<file path="config.mk">
export PLATFORM = sky130hd
export DESIGN_NAME = serial_parity_rx
export DESIGN_NICKNAME = d
export VERILOG_FILES = /design/src/rtl/serial_parity_rx.sv
export SDC_FILE = /design/constraint.sdc
export NUM_CORES = 1
export LEC_CHECK = 0
export CAP_MARGIN = 10
export CORE_MARGIN = 2
export CORE_UTILIZATION = 50
export CTS_CLUSTER_SIZE = 40
export DETAILED_ROUTE_END_ITERATION = 6
export DONT_BUFFER_PORTS = 1
export PLACE_DENSITY = 0.68
export SYNTH_ARGS = -nofsm -noshare
export SYNTH_HDL_FRONTEND = slang
export SYNTH_SLANG_ARGS = --single-unit
</file>
<file path="constraint.sdc">
create_clock -name clk -period 1.5 [get_ports clk]
set_input_delay 0.225 -clock clk [delete_from_list [all_inputs] [get_ports clk]]
set_output_delay 0.225 -clock clk [all_outputs]
set_load 0.01 [all_outputs]
</file>
<file path="src/rtl/serial_parity_rx.sv">
// Asynchronous serial receiver: start bit, LSB-first data, even parity, stop bit.
// Delivers each word with a one-cycle valid pulse plus parity and framing flags.
module serial_parity_rx #(
  parameter int unsigned CLKS_PER_BIT = 16,
  parameter int unsigned DATA_BITS    = 8
) (
  input  logic                 clk,
  input  logic                 rst,
  input  logic                 rxd,
  output logic [DATA_BITS-1:0] data,
  output logic                 valid,
  output logic                 parity_err,
  output logic                 frame_err,
  output logic                 busy
);

  localparam int unsigned CNT_W = (CLKS_PER_BIT > 1) ? $clog2(CLKS_PER_BIT) : 1;
  localparam int unsigned IDX_W = (DATA_BITS > 1) ? $clog2(DATA_BITS) : 1;

  localparam logic [CNT_W-1:0] CNT_HALF = CNT_W'(CLKS_PER_BIT / 2 - 1);
  localparam logic [CNT_W-1:0] CNT_FULL = CNT_W'(CLKS_PER_BIT - 1);
  localparam logic [IDX_W-1:0] IDX_LAST = IDX_W'(DATA_BITS - 1);

  typedef enum logic [2:0] {
    IDLE,
    START,
    DATA,
    PARITY,
    STOP,
    WAIT_IDLE
  } state_t;

  state_t               state;
  logic [CNT_W-1:0]     cnt;
  logic [IDX_W-1:0]     idx;
  logic [DATA_BITS-1:0] shreg;
  logic                 acc;
  logic                 perr;
  logic                 sync1;
  logic                 rxs;

  // Two-flop synchronizer; resets to the idle (high) line level.
  always_ff @(posedge clk) begin
    if (rst) begin
      sync1 <= 1'b1;
      rxs   <= 1'b1;
    end else begin
      sync1 <= rxd;
      rxs   <= sync1;
    end
  end

  // Receive FSM; cnt is cleared on every transition and otherwise free-runs.
  always_ff @(posedge clk) begin
    if (rst) begin
      state      <= IDLE;
      cnt        <= '0;
      idx        <= '0;
      shreg      <= '0;
      acc        <= 1'b0;
      perr       <= 1'b0;
      data       <= '0;
      valid      <= 1'b0;
      parity_err <= 1'b0;
      frame_err  <= 1'b0;
      busy       <= 1'b0;
    end else begin
      valid <= 1'b0;
      cnt   <= cnt + CNT_W'(1);
      case (state)
        IDLE: begin
          cnt   <= '0;
          idx   <= '0;
          shreg <= '0;
          acc   <= 1'b0;
          if (!rxs) begin
            state <= START;
            busy  <= 1'b1;
          end
        end
        START: begin
          // Mid-bit recheck rejects short low glitches.
          if (cnt == CNT_HALF) begin
            cnt <= '0;
            if (!rxs) begin
              state <= DATA;
            end else begin
              state <= IDLE;
              busy  <= 1'b0;
            end
          end
        end
        DATA: begin
          if (cnt == CNT_FULL) begin
            cnt   <= '0;
            shreg <= {rxs, shreg[DATA_BITS-1:1]};
            acc   <= acc ^ rxs;
            idx   <= idx + IDX_W'(1);
            if (idx == IDX_LAST) begin
              state <= PARITY;
            end
          end
        end
        PARITY: begin
          if (cnt == CNT_FULL) begin
            cnt   <= '0;
            perr  <= acc ^ rxs;
            state <= STOP;
          end
        end
        STOP: begin
          if (cnt == CNT_FULL) begin
            cnt        <= '0;
            data       <= shreg;
            parity_err <= perr;
            frame_err  <= ~rxs;
            valid      <= 1'b1;
            if (rxs) begin
              state <= IDLE;
              busy  <= 1'b0;
            end else begin
              state <= WAIT_IDLE;
            end
          end
        end
        WAIT_IDLE: begin
          // A held-low line must return high before a new start is accepted.
          cnt <= '0;
          if (rxs) begin
            state <= IDLE;
            busy  <= 1'b0;
          end
        end
        default: begin
          cnt   <= '0;
          state <= IDLE;
          busy  <= 1'b0;
        end
      endcase
    end
  end

endmodule

</file>
==> impl_metrics.tcl, run 1 <==
set metrics [dict create \
    grtUsageMet3_pct 5.05 \
    fin_hold_ws_ps 77.7 \
    yosysWarnings 0 \
    p_total_mw 1.93 \
    crit_required_ps 1770 \
    synth_area_per_cell_um2 8.63 \
    synth-edff-count 0 \
    antenna_left 0 \
    syn_area_um2 1480 \
    relSlewSlack_pct 75.4 \
    first_pass_iters 4 \
    fin_util_pct 59.7 \
    wl_per_cell_um 13.3 \
    coreArea_um2 2780 \
    critPathCaptureType "register" \
    synth-seq-area-share_pct 45.9 \
    fp.dieW_um 58.5 \
    max-clock-path-buffers 2 \
    fin_crit_sh_pct 96.3 \
    placed_area_um2 1500 \
    critical_path_arrival_ps 1710 \
    slew_violations 0 \
    maxCapViolations 0 \
    drtIter0Drc 38 \
    synthArstFlopShare_pct 0 \
    worstSkewPairLatency_ps 330 \
    hold_path_depth 2 \
    gp_congestion 0.816 \
    globalRouteMet1Util_pct 23.9 \
    dp_hpwl_um 1800 \
    worst_setup_path_start_kind "register" \
    setup-violations-final 0 \
    numPortBuffers 0 \
    fin_skew_ps 3.73 \
    use_met2_pct 27.3 \
    hp-class "input pin to register" \
    grt_usage_pct 18.1 \
    grt_most_used_layer "met2" \
    cts_num_sinks 34 \
    synthToLayoutAreaGrowth_pct 11.9 \
    fp-row-count 19 \
    cts.root.buffer_cell "clkbuf_4" \
    finalWorstSetupSlack_ps 56.1 \
    p_leak_nw 0.598 \
    status "finished, final reports clean" \
    min_period_ps 1440 \
    ys_types 40 \
    grt_max_degree 33 \
    finalHoldViolCount 0 \
    via_per_inst 5.61 \
    clk_pin_slew_ps 90 \
    initial_core_util_pct 53.4 \
    synth.largest_area_cell "dfxtp_1" \
    grt_setup_unrepaired "true" \
    ys.flop_type "dfxtp_1" \
    crit_type "register to register" \
    post-place-ws_ps -15.7 \
    cts_made_buffers 5 \
    io_pins 15 \
    die-area_um2 3420 \
    grt_overflow_total 0 \
    n_antenna_cell 0 \
    postSynthCellCount 172 \
    synth_common_cells "dfxtp_1, nand2_1, a21oi_1" \
    tightest_slew_ps 364 \
    cts_tree "yes" \
    synth.net_count 178 \
    grt_pass1_vias 1089 \
    vias 1183 \
    htreeDepth 2 \
    grt_pass1_wl_um 4710 \
    yosys_register_bits 34 \
    nNetsFinal 186 \
    power_density_nw_per_um2 1160 \
    synth.top_cell.area_share_pct 45.9 \
    antenna_found_initial 0 \
    drive_gt1_share_pct 20.6 \
    stdcell_area_um2 1660 \
    die_h_um 58.5 \
    synthTopCellsByArea "dfxtp_1, nand2_1, a21oi_1, nand3_1, clkbuf_8" \
    drc 0 \
    drt_wl_total_um 2800 \
    ir_drop_v 0.000741 \
    reg2reg_depth 5 \
    fmax_mhz 693 \
    critical_path.max_fanout 5 \
]
-- critical path, cell delays in order, from the launching register on --
cell	delay (ps)
dfxtp_4	370
ha_4	170
and3b_1	180
o211a_1	250
or2_1	270
nor3_2	150
-- layout by cell type (no fill, tap or decap), types with 2 or more instances in the layout --
cell	instances
xnor2_1	2
o21ai_0	2
dfxtp_2	3
o221ai_1	2
nand2_1	34
ha_1	2
buf_4	12
nor3_1	2
inv_1	3
nand3_1	15
nand2b_1	4
o211ai_1	2
a21oi_1	22
dfxtp_1	30
clkbuf_4	5
nor2_1	8
or2_2	2
-- cell families after synthesis --
| logic type | after synthesis | synth area share, % |
|---|---|---|
| AO/OA/AOI/OAI | 39 | 17.7 |
| multiplexers | 1 | 0.675 |
| buffers and inverters | 17 | 7.17 |
| AND/OR/NAND/NOR | 75 | 24.3 |
| XOR/XNOR | 3 | 1.77 |
| adder cells (fa/ha/maj) | 3 | 2.53 |
| flip-flops | 34 | 45.9 |
-- through the flow --
step	cells	setup TNS, ps
detailed placement	199	-36.9
floorplan	172	0
global placement	199	0
CTS	209	0
global route	211	-38.3
finish	211	0
-- timing repair --
action	in CTS	in global routing
pin swaps	3	6
buffers inserted	1	2
setup endpoints to repair	16	28
resized for setup	2	7
endpoints found under the hold margin	32	0
hold buffers	2	0
-- flip-flops by register name, summed over array words and instances, names as in the netlist --
signal and count:
valid 1, idx 3, sync1 1, shreg 8, rxs 1, state 3, busy 1, acc 1
parity_err 1, cnt 4, perr 1, data 8, frame_err 1
-- cell type report --
class                   count  area, um2
fillers                   246       1120
multi-input cells         121        717
flip-flops and latches     34        688
repair buffers             14        120
clock buffers               6       51.3
well taps                  31       38.8
clock inverters             1       30.0
inverters                   4       15.0
-- final timing paths --
check             startpoint       end  slack (ps)
setup / recovery      cnt[0]    cnt[3]          60
hold / removal           rst  state[1]          80
setup reg to reg      cnt[0]    cnt[3]          60
hold reg to reg        sync1       rxs         420
-- per-layer routing --
| layer | vias to the layer above | wire length (um) |
|---|---|---|
| met5 | - | 0 |
| li1 | 613 | - |
| met4 | 0 | 58 |
| met3 | 7 | 101 |
| met1 | 549 | 1430 |
| met2 | 14 | 1200 |
-- report_power, final --
part           internal [mW]  leakage [nW]  switching [mW]  total (mW)
combinational          0.106         0.277           0.160       0.267
sequential             0.933         0.277          0.0542       0.987
clock                  0.388        0.0443           0.292       0.680
total                   1.43         0.598           0.507        1.93
(Power assumes the default switching activity.)
==> inputs of run 2 (changes only) <==
Settings changed: GPL_ROUTABILITY_DRIVEN from default to 1.
==> results of run 2 <==
No change in the layout: final DEF, timing and power equal those of run 1.
